### src/rtl/stageid_pkg.sv
// Shared decode helpers and the ID/EX payload type for the decode/issue stage.
package stageid_pkg;

    localparam int REG_AW   = 5;
    localparam int XLEN_MAX = 64;

    localparam logic [6:0] OP_LUI    = 7'b0110111;
    localparam logic [6:0] OP_AUIPC  = 7'b0010111;
    localparam logic [6:0] OP_JAL    = 7'b1101111;
    localparam logic [6:0] OP_JALR   = 7'b1100111;
    localparam logic [6:0] OP_BRANCH = 7'b1100011;
    localparam logic [6:0] OP_LOAD   = 7'b0000011;
    localparam logic [6:0] OP_STORE  = 7'b0100011;
    localparam logic [6:0] OP_IMM    = 7'b0010011;
    localparam logic [6:0] OP_REG    = 7'b0110011;

    // Data fields are sized for the widest supported XLEN; the stage uses the low XLEN bits.
    typedef struct packed {
        logic [31:0]         instr;
        logic [XLEN_MAX-1:0] pc;
        logic [XLEN_MAX-1:0] rs1;
        logic [XLEN_MAX-1:0] rs2;
        logic                rd_wren;
        logic                illegal;
    } id_ex_payload_t;

    function automatic logic writes_rd(input logic [6:0] op);
        return op inside {OP_LUI, OP_AUIPC, OP_JAL, OP_JALR, OP_LOAD, OP_IMM, OP_REG};
    endfunction

    function automatic logic uses_rs1(input logic [6:0] op);
        return op inside {OP_JALR, OP_BRANCH, OP_LOAD, OP_STORE, OP_IMM, OP_REG};
    endfunction

    function automatic logic uses_rs2(input logic [6:0] op);
        return op inside {OP_BRANCH, OP_STORE, OP_REG};
    endfunction

endpackage

### src/rtl/id_scoreboard.sv
// Per-register in-flight writer counters with RAW and overflow hazard detection.
// Under STAGEID_WB_BYPASS_EN a source whose only writer retires this cycle is not hazardous.
module id_scoreboard
    import stageid_pkg::*;
#(
    parameter int NUM_REGS     = 32,
    parameter int MAX_INFLIGHT = 3
) (
    input  logic              clk_i,
    input  logic              reset_i,
    input  logic              inc_i,
    input  logic [REG_AW-1:0] inc_addr_i,
    input  logic              dec_i,
    input  logic [REG_AW-1:0] dec_addr_i,
    input  logic              rs1_chk_i,
    input  logic [REG_AW-1:0] rs1_addr_i,
    input  logic              rs2_chk_i,
    input  logic [REG_AW-1:0] rs2_addr_i,
    input  logic              rd_chk_i,
    input  logic [REG_AW-1:0] rd_addr_i,
    output logic              hazard_o
);

    localparam int CW = $clog2(MAX_INFLIGHT + 1);
    localparam int AW = $clog2(NUM_REGS);

    logic [NUM_REGS-1:0][CW-1:0] cnt_q, cnt_d;
    logic [CW-1:0]               c1, c2, cr;
    logic                        busy1, busy2;

    // Check enables arrive pre-qualified (legal, non-zero), so truncating the index is safe.
    assign c1 = cnt_q[rs1_addr_i[AW-1:0]];
    assign c2 = cnt_q[rs2_addr_i[AW-1:0]];
    assign cr = cnt_q[rd_addr_i[AW-1:0]];

`ifdef STAGEID_WB_BYPASS_EN
    assign busy1 = (c1 != '0) && !(dec_i && (dec_addr_i == rs1_addr_i) && (c1 == CW'(1)));
    assign busy2 = (c2 != '0) && !(dec_i && (dec_addr_i == rs2_addr_i) && (c2 == CW'(1)));
`else
    assign busy1 = (c1 != '0);
    assign busy2 = (c2 != '0);
`endif

    assign hazard_o = (rs1_chk_i && busy1) || (rs2_chk_i && busy2) ||
                      (rd_chk_i && (cr == CW'(MAX_INFLIGHT)));

    always_comb begin
        cnt_d = cnt_q;
        for (int r = 1; r < NUM_REGS; r++) begin
            if (inc_i && (inc_addr_i == REG_AW'(r)) && !(dec_i && (dec_addr_i == REG_AW'(r))))
                cnt_d[r] = cnt_q[r] + CW'(1);
            else if (dec_i && (dec_addr_i == REG_AW'(r)) && !(inc_i && (inc_addr_i == REG_AW'(r)))
                     && (cnt_q[r] != '0))
                cnt_d[r] = cnt_q[r] - CW'(1);
        end
    end

    always_ff @(posedge clk_i) begin
        if (reset_i) cnt_q <= '0;
        else         cnt_q <= cnt_d;
    end

endmodule

### src/rtl/stageid_issue.sv
// Decode/issue stage: register file, scoreboard-driven stall, registered ID/EX payload.
// Optional same-cycle writeback bypass is enabled with the STAGEID_WB_BYPASS_EN macro.
module stageid_issue
    import stageid_pkg::*;
#(
    parameter int XLEN         = 32,
    parameter int NUM_REGS     = 32,
    parameter int MAX_INFLIGHT = 3
) (
    input  logic              i_clk,
    input  logic              i_reset,
    input  logic              i_id_valid,
    output logic              o_id_ready,
    input  logic [31:0]       i_instr_id,
    input  logic [XLEN-1:0]   i_pc_id,
    input  logic              i_flush,
    input  logic              i_wb_rd_wren,
    input  logic [REG_AW-1:0] i_wb_rd_addr,
    input  logic [XLEN-1:0]   i_wb_data,
    input  logic              i_ex_ready,
    output logic              o_ex_valid,
    output logic [31:0]       o_ex_instr,
    output logic [XLEN-1:0]   o_ex_pc,
    output logic [XLEN-1:0]   o_ex_rs1_data,
    output logic [XLEN-1:0]   o_ex_rs2_data,
    output logic              o_ex_rd_wren,
    output logic              o_ex_illegal
);

    localparam int         AW  = $clog2(NUM_REGS);
    localparam logic [5:0] NR6 = 6'(NUM_REGS);

    logic [6:0]              opcode;
    logic [REG_AW-1:0]       rs1, rs2, rd;
    logic                    use1, use2, wr;
    logic                    ok1, ok2, okd, okwb;
    logic                    chk1, chk2, chkd, wb_ok, illegal;
    logic                    hazard, issue;
    logic [XLEN-1:0]         rs1_rf, rs2_rf, rs1_val, rs2_val;
    logic [NUM_REGS-1:0][XLEN-1:0] rf_q;
    logic                    ex_valid_q, ex_valid_d;
    id_ex_payload_t          ex_q, ex_d;

    assign opcode = i_instr_id[6:0];
    assign rd     = i_instr_id[11:7];
    assign rs1    = i_instr_id[19:15];
    assign rs2    = i_instr_id[24:20];
    assign use1   = uses_rs1(opcode);
    assign use2   = uses_rs2(opcode);
    assign wr     = writes_rd(opcode);

    assign ok1  = {1'b0, rs1} < NR6;
    assign ok2  = {1'b0, rs2} < NR6;
    assign okd  = {1'b0, rd} < NR6;
    assign okwb = {1'b0, i_wb_rd_addr} < NR6;

    // Out-of-range indices are reported as illegal and otherwise behave like x0.
    assign chk1    = use1 && ok1 && (rs1 != '0);
    assign chk2    = use2 && ok2 && (rs2 != '0);
    assign chkd    = wr && okd && (rd != '0);
    assign illegal = (use1 && !ok1) || (use2 && !ok2) || (wr && !okd);
    assign wb_ok   = i_wb_rd_wren && (i_wb_rd_addr != '0) && okwb;

    always_ff @(posedge i_clk) begin
        if (i_reset)    rf_q <= '0;
        else if (wb_ok) rf_q[i_wb_rd_addr[AW-1:0]] <= i_wb_data;
    end

    assign rs1_rf = (ok1 && (rs1 != '0)) ? rf_q[rs1[AW-1:0]] : '0;
    assign rs2_rf = (ok2 && (rs2 != '0)) ? rf_q[rs2[AW-1:0]] : '0;

`ifdef STAGEID_WB_BYPASS_EN
    assign rs1_val = (wb_ok && (i_wb_rd_addr == rs1)) ? i_wb_data : rs1_rf;
    assign rs2_val = (wb_ok && (i_wb_rd_addr == rs2)) ? i_wb_data : rs2_rf;
`else
    assign rs1_val = rs1_rf;
    assign rs2_val = rs2_rf;
`endif

    id_scoreboard #(
        .NUM_REGS    (NUM_REGS),
        .MAX_INFLIGHT(MAX_INFLIGHT)
    ) u_sb (
        .clk_i     (i_clk),
        .reset_i   (i_reset),
        .inc_i     (issue && chkd),
        .inc_addr_i(rd),
        .dec_i     (wb_ok),
        .dec_addr_i(i_wb_rd_addr),
        .rs1_chk_i (chk1),
        .rs1_addr_i(rs1),
        .rs2_chk_i (chk2),
        .rs2_addr_i(rs2),
        .rd_chk_i  (chkd),
        .rd_addr_i (rd),
        .hazard_o  (hazard)
    );

    assign o_id_ready = !i_reset && !hazard && (!ex_valid_q || i_ex_ready);
    assign issue      = i_id_valid && o_id_ready && !i_flush;

    always_comb begin
        ex_valid_d = ex_valid_q;
        ex_d       = ex_q;
        if (!ex_valid_q || i_ex_ready) begin
            ex_valid_d = issue;
            if (issue) begin
                ex_d = '{instr:   i_instr_id,
                         pc:      XLEN_MAX'(i_pc_id),
                         rs1:     XLEN_MAX'(rs1_val),
                         rs2:     XLEN_MAX'(rs2_val),
                         rd_wren: chkd,
                         illegal: illegal};
            end
        end
    end

    always_ff @(posedge i_clk) begin
        if (i_reset) begin
            ex_valid_q <= 1'b0;
            ex_q       <= '0;
        end else begin
            ex_valid_q <= ex_valid_d;
            ex_q       <= ex_d;
        end
    end

    assign o_ex_valid    = ex_valid_q;
    assign o_ex_instr    = ex_q.instr;
    assign o_ex_pc       = ex_q.pc[XLEN-1:0];
    assign o_ex_rs1_data = ex_q.rs1[XLEN-1:0];
    assign o_ex_rs2_data = ex_q.rs2[XLEN-1:0];
    assign o_ex_rd_wren  = ex_q.rd_wren;
    assign o_ex_illegal  = ex_q.illegal;

    generate
        if (XLEN < XLEN_MAX) begin : g_hi
            logic unused_hi;
            assign unused_hi = ^{ex_q.pc[XLEN_MAX-1:XLEN], ex_q.rs1[XLEN_MAX-1:XLEN],
                                 ex_q.rs2[XLEN_MAX-1:XLEN]};
        end
    endgenerate

endmodule

### config.mk
export PLATFORM = sky130hd
export DESIGN_NAME = stageid_issue
export DESIGN_NICKNAME = d
export VERILOG_FILES = /design/src/rtl/stageid_pkg.sv /design/src/rtl/id_scoreboard.sv /design/src/rtl/stageid_issue.sv
export SDC_FILE = /design/constraint.sdc
export NUM_CORES = 2
export LEC_CHECK = 0
export CAP_MARGIN = 20
export CORE_ASPECT_RATIO = 0.7
export CORE_MARGIN = 2
export CORE_UTILIZATION = 50
export DETAILED_ROUTE_END_ITERATION = 10
export PLACE_DENSITY_LB_ADDON = 0.1
export SLEW_MARGIN = 30
export SYNTH_ARGS = -nofsm -noshare
export SYNTH_HDL_FRONTEND = slang
export SYNTH_SLANG_ARGS = --single-unit
### constraint.sdc
create_clock -name i_clk -period 7.25 [get_ports i_clk]
set_input_delay 1.45 -clock i_clk [delete_from_list [all_inputs] [get_ports i_clk]]
set_output_delay 1.45 -clock i_clk [all_outputs]
set_load 0.02 [all_outputs]
[Word level (Yosys, flattened, before mapping)]
Index checks and enable logic that the tools add are counted.
Storage, ports and cells
  register bits: 1216
  input bits: 107
  word-level logic and storage cells: 594
Operators by class
  $add $sub $neg: 62
  $lt $le $gt $ge: 5
  equal/unequal tests: 72
  mux-type cells: 77
  reduce and logical (&&, ||, !) cells: 309
Operators by type and width (number)
  $bwmux 1024: 1
  $bmux 32 s5: 2
  $logic_and 1x1->1: 168
  $demux 32 s5: 1
  $eq 5x5->1 const B: 32
  $mux 32: 5
  $mux 2: 65
  $reduce_bool 2->1: 64
  $eq 5x4->1 const B: 16
  $logic_not 1->1: 66
  $add 2x1->2 const B: 31
  $sub 2x1->2 const B: 31
  $eq 5x3->1 const B: 8
  $bmux 2 s5: 3
  $lt 5x6->1 const B: 4
  $eq 7x6->1 const B: 3
  $eq 7x7->1 const B: 3
  $eq 5x2->1 const B: 4
  $reduce_bool 5->1: 4
  $eq 7x5->1 const B: 2
  $eq 5x1->1 const B: 2
  $eq 7x2->1 const B: 1
  $reduce_bool 7->1: 1
  $reduce_bool 6->1: 1
  5 further kinds: 7

[Depth between registers and ports, before layout]
  depth in word-level cells: 18
  mapped depth: 14
  gate-level depth less buffers: 8

[By module]
Synthesis repeated with hierarchy kept, for this count alone.
Unflattened totals
  cells, all modules: 7044
  area total of the unflattened synthesis: 59622.2 µm²
By module, submodules not included
  stageid_issue: instances 1, cells an instance 6425, area an instance 55065.3 µm², sequential area each 23102.2 µm²
  id_scoreboard: instances 1, cells an instance 619, area an instance 4556.9 µm², sequential area each 1241.2 µm²

[Worst setup path before layout]
Ideal clock, no wire load.
  path type: input to output
  from: input i_instr_id[15]
  to: output o_id_ready
  data arrival time: 3652 ps
  required time: 5800 ps
  slack: 2148 ps
  stages: 10
  buffers on the path: 4
  cells stage by stage: buf_2 buf_2 nor3_1 a21oi_1 mux4_2 mux2_2 a211o_1 buf_2 nor2_1 buf_2
Between the ends
  word-level cells in the longest chain between the ends: 9
  elaborated cells between the ends (all ways): 11
RTL lines
  from (decl): line stageid_issue.sv:14  | input logic [31:0] i_instr_id,
  $bmux 2 s5: line id_scoreboard.sv:32  | assign c1 = cnt_q[rs1_addr_i[AW-1:0]];
  $mux 2 (implied by the code): line id_scoreboard.sv:32
  $reduce_bool 2->1: line id_scoreboard.sv:40  | assign busy1 = (c1 != '0);
  $logic_and 1x1->1 (*): line id_scoreboard.sv:44  | assign hazard_o = (rs1_chk_i && busy1) || (rs2_chk_i && busy2) ||
  $logic_or 1x1->1 (*) (2 in a row): line id_scoreboard.sv:44
  $logic_not 1->1 (*): line stageid_issue.sv:99  | assign o_id_ready = !i_reset && !hazard && (!ex_valid_q || i_ex_ready);
  $logic_and 1x1->1 (*) (2 in a row): line stageid_issue.sv:99
  to (decl): line stageid_issue.sv:13  | output logic o_id_ready,
Mark *: on every way between the ends. The rest lies on a longest branch, timed or not. The select of a mux whose other input is x is not followed.

[Final worst setup path]
  from: input i_instr_id[8]
  to: output o_id_ready
Between the ends
  word-level cells in the longest chain between the ends: 8
  elaborated cells between the ends (all ways): 10
RTL lines
  $bmux 2 s5: line id_scoreboard.sv:34  | assign cr = cnt_q[rd_addr_i[AW-1:0]];
  $mux 2 (implied by the code): line id_scoreboard.sv:34
  $eq 2x2->1: line id_scoreboard.sv:45  | (rd_chk_i && (cr == CW'(MAX_INFLIGHT)));
  $logic_and 1x1->1 (*): line id_scoreboard.sv:45
  $logic_or 1x1->1 (*): line id_scoreboard.sv:44
  $logic_not 1->1 (*): line stageid_issue.sv:99
  $logic_and 1x1->1 (*) (2 in a row): line stageid_issue.sv:99
Marked as above.

==> flow_summary_export.csv <==
group,metric,value,unit
clock_network,htreeDepth,3,
worst_setup_path,cp.required,5800,ps
clock_network,cts_tree,"built",
drt,drc_errors,0,
worst_setup_path,cp_max_fo,12,
power,p_leak,0.0213,uW
cells_and_area,mostFrequentLayoutCell,"nand2_1",
cells_and_area,final_cell_mix,"nand2_1 (2,315), dfxtp_1 (1,216), a21oi_1 (1,155)",
grt,grt_max_degree,206,
yosys,synth.avg_cell_area,9.06,um2
sta,finalHoldViolations,0,
yosys,yosysSeqAreaShare,0.402,
clock_network,numCtsBuffers,120,
cells_and_area,syn_to_final_growth,12.6,%
drt,drtIter0Drc,9538,
yosys,ys_ff_latch,1216,
floorplan,die_x,420,um
floorplan,io_pins,239,
cells_and_area,nets,6619,
worst_setup_path,crit_arrival,4830,ps
drt,post_drt_wl_per_cell,29.8,um
yosys,yosysWarnings,0,
min_path,hp-class,"flip-flop to flip-flop",
sta,post-route-period-util,0.867,
grt,antenna_found_initial,18,
clock_network,post-cts-setup-buffers,0,
grt,overflow,0,
place,port_buffers,237,
place,hpwlAfterDp,136,mm
clock_network,cts_root_buf,"clkbuf_16",
grt,grt_pass1_wl,350,mm
place,gp_congestion,0.938,
sta,slew_violations,0,
status,status,"finished, final reports clean",
drt,ant_nets,0,
grt,grt_pass1_vias,49722,
grt,gr-usage-all-layers,0.389,
clock_network,clockBufferDepth,3,
floorplan,fp.dieArea,0.124,mm2
yosys,synth_edf_count,0,
worst_setup_path,crit_path_end_kind,"primary output",
cells_and_area,fin_cells,8246,
floorplan,die_h,295,um
drt,wl,245,mm
floorplan,start_util,0.506,
yosys,async_reset_ff_frac,0,
yosys,synthFlopType,"dfxtp_1",
cells_and_area,drive_gt1_frac,0.169,
yosys,syn-instance-count,6686,
clock_network,path_clk_slew,60,ps
sta,relSlewSlack,0.204,
sta,min_period,6280,ps
yosys,synth.cell_area,0.0606,mm2
sta,setup_viol,0,
floorplan,num_rows,106,
sta,tns,0,ps
clock_network,cts_sinks,1216,
flow_run,maxCapViolCount,0,
place,dpl.cell_count,8008,
sta,fin_skew,37.2,ps
power,powerDensity,219,mW/mm2
sta,worstMarginPinSlew,1190,ps
floorplan,core_area,0.120,mm2
clock_network,cts-resized-gates,0,
clock_network,clk_latency,770,ps
power,irDropWorstVdd,0.000204,V
drt,drtPass1Iterations,8,
drt,viasPerCell,6.61,
worst_setup_path,startpoint_type,"input port",
worst_setup_path,critical_path_class,"input port to primary output",
yosys,syn-num-nets,6793,
clock_network,cts_hold_buf,0,
sta,max_freq,159,MHz
sta,rsz0062_at_grt,"false",
yosys,yosys.cell_types.count,70,
drt,vias,54539,
cells by family (layout without fill, tap and decap cells):
| group | Yosys count | count (layout) | synth area share |
|---|---|---|---|
| DFF | 1216 | 1216 | 0.402 |
| muxes | 679 | 679 | 0.246 |
| AOI/OAI and AO/OA | 1363 | 1363 | 0.123 |
| buffers and inverters | 693 | 625 | 0.0454 |
| and+or+nand+nor | 2721 | 2721 | 0.181 |
| xor gates and xnor gates | 13 | 13 | 0.00188 |
| other | 1 | 9 | 0.0000619 |
synthesized netlist by cell type, drive strengths merged (29+ instances only):
cell type / instances / share of area
buf: 104 / 0.0089
a21oi: 1155 / 0.095
nor3: 59 / 0.0050
clkbuf: 563 / 0.035
nand3: 31 / 0.0026
or3: 34 / 0.0035
a211oi: 29 / 0.0036
nand2: 2346 / 0.15
dfxtp: 1216 / 0.40
nor2b: 43 / 0.0044
a211o: 50 / 0.0072
nor2: 85 / 0.0053
mux4: 649 / 0.24
report_power, final:
| group | switching (uW) | internal, uW | total, uW | leakage (uW) |
|---|---|---|---|---|
| Combinational | 774 | 348 | 1120 | 0.00931 |
| Sequential | 35.3 | 6730 | 6770 | 0.00980 |
| Clock | 2880 | 4130 | 7020 | 0.00216 |
| Total | 3690 | 11200 | 14900 | 0.0213 |
worst max-delay path: stages:
cell	delay, ps
clkdlybuf4s50_1	890
buf_4	300
and2_1	570
a32oi_1	130
o211ai_1	120
o311ai_0	190
or4_4	570
nor2_1	370
buf_4	230
per-stage QoR:
stage               hold slack [ps]  area [um2]  setup WS (ps)  utilization  total power, uW
floorplan                       443       60600           2150            -             7610
global placement                441       63800           1120        0.532             8000
detailed placement              444       63700           1070        0.532             8010
CTS                             455       68100           1050        0.569            14900
global route                    470       68200            941        0.569            15200
finish                          452       68200            968        0.569            14900
final timing paths:
kind                          startpoint  slack (ps)  cells after the start                        endpoint
max reg2reg  u_sb.cnt_q[31]$_SDFFE_PP0P_        3250                     10  o_ex_rs2_data[11]$_SDFFE_PP0P_
min reg2reg  o_ex_instr[14]$_SDFFE_PP0P_         450                      2     o_ex_instr[14]$_SDFFE_PP0P_
max                        i_instr_id[8]         970                      9                      o_id_ready
min          o_ex_instr[14]$_SDFFE_PP0P_         450                      2     o_ex_instr[14]$_SDFFE_PP0P_
flip-flops by register name (all words and copies together), names as in the netlist:
signal and count:
o_ex_pc 32, o_ex_rd_wren 1, rf_q 1024, o_ex_instr 32
o_ex_rs1_data 32, o_ex_valid 1, o_ex_rs2_data 32, u_sb.cnt_q 62
per-layer routing:
layer / up-vias / part of all wire / global-route usage / wire length, um
li1: 23117 / - / - / -
met2: 4058 / 0.41 / 0.536 / 101000
met5: - / 0.00017 / 0 / 41
met1: 26818 / 0.39 / 0.565 / 96200
met4: 6 / 0.039 / 0.145 / 9470
met3: 540 / 0.16 / 0.127 / 38600
area by class of cell:
class | instances | area (um2)
Inverter | 26 | 100
Timing Repair Buffer | 371 | 3480
Tap cell | 1620 | 2030
Sequential cell | 1216 | 24300
Antenna cell | 8 | 20.0
Clock inverter | 54 | 862
Multi-Input combinational cell | 4777 | 33800
Fill cell | 10435 | 51600
Clock buffer | 174 | 3540
No activity file was read; power rests on OpenSTA's default activity.
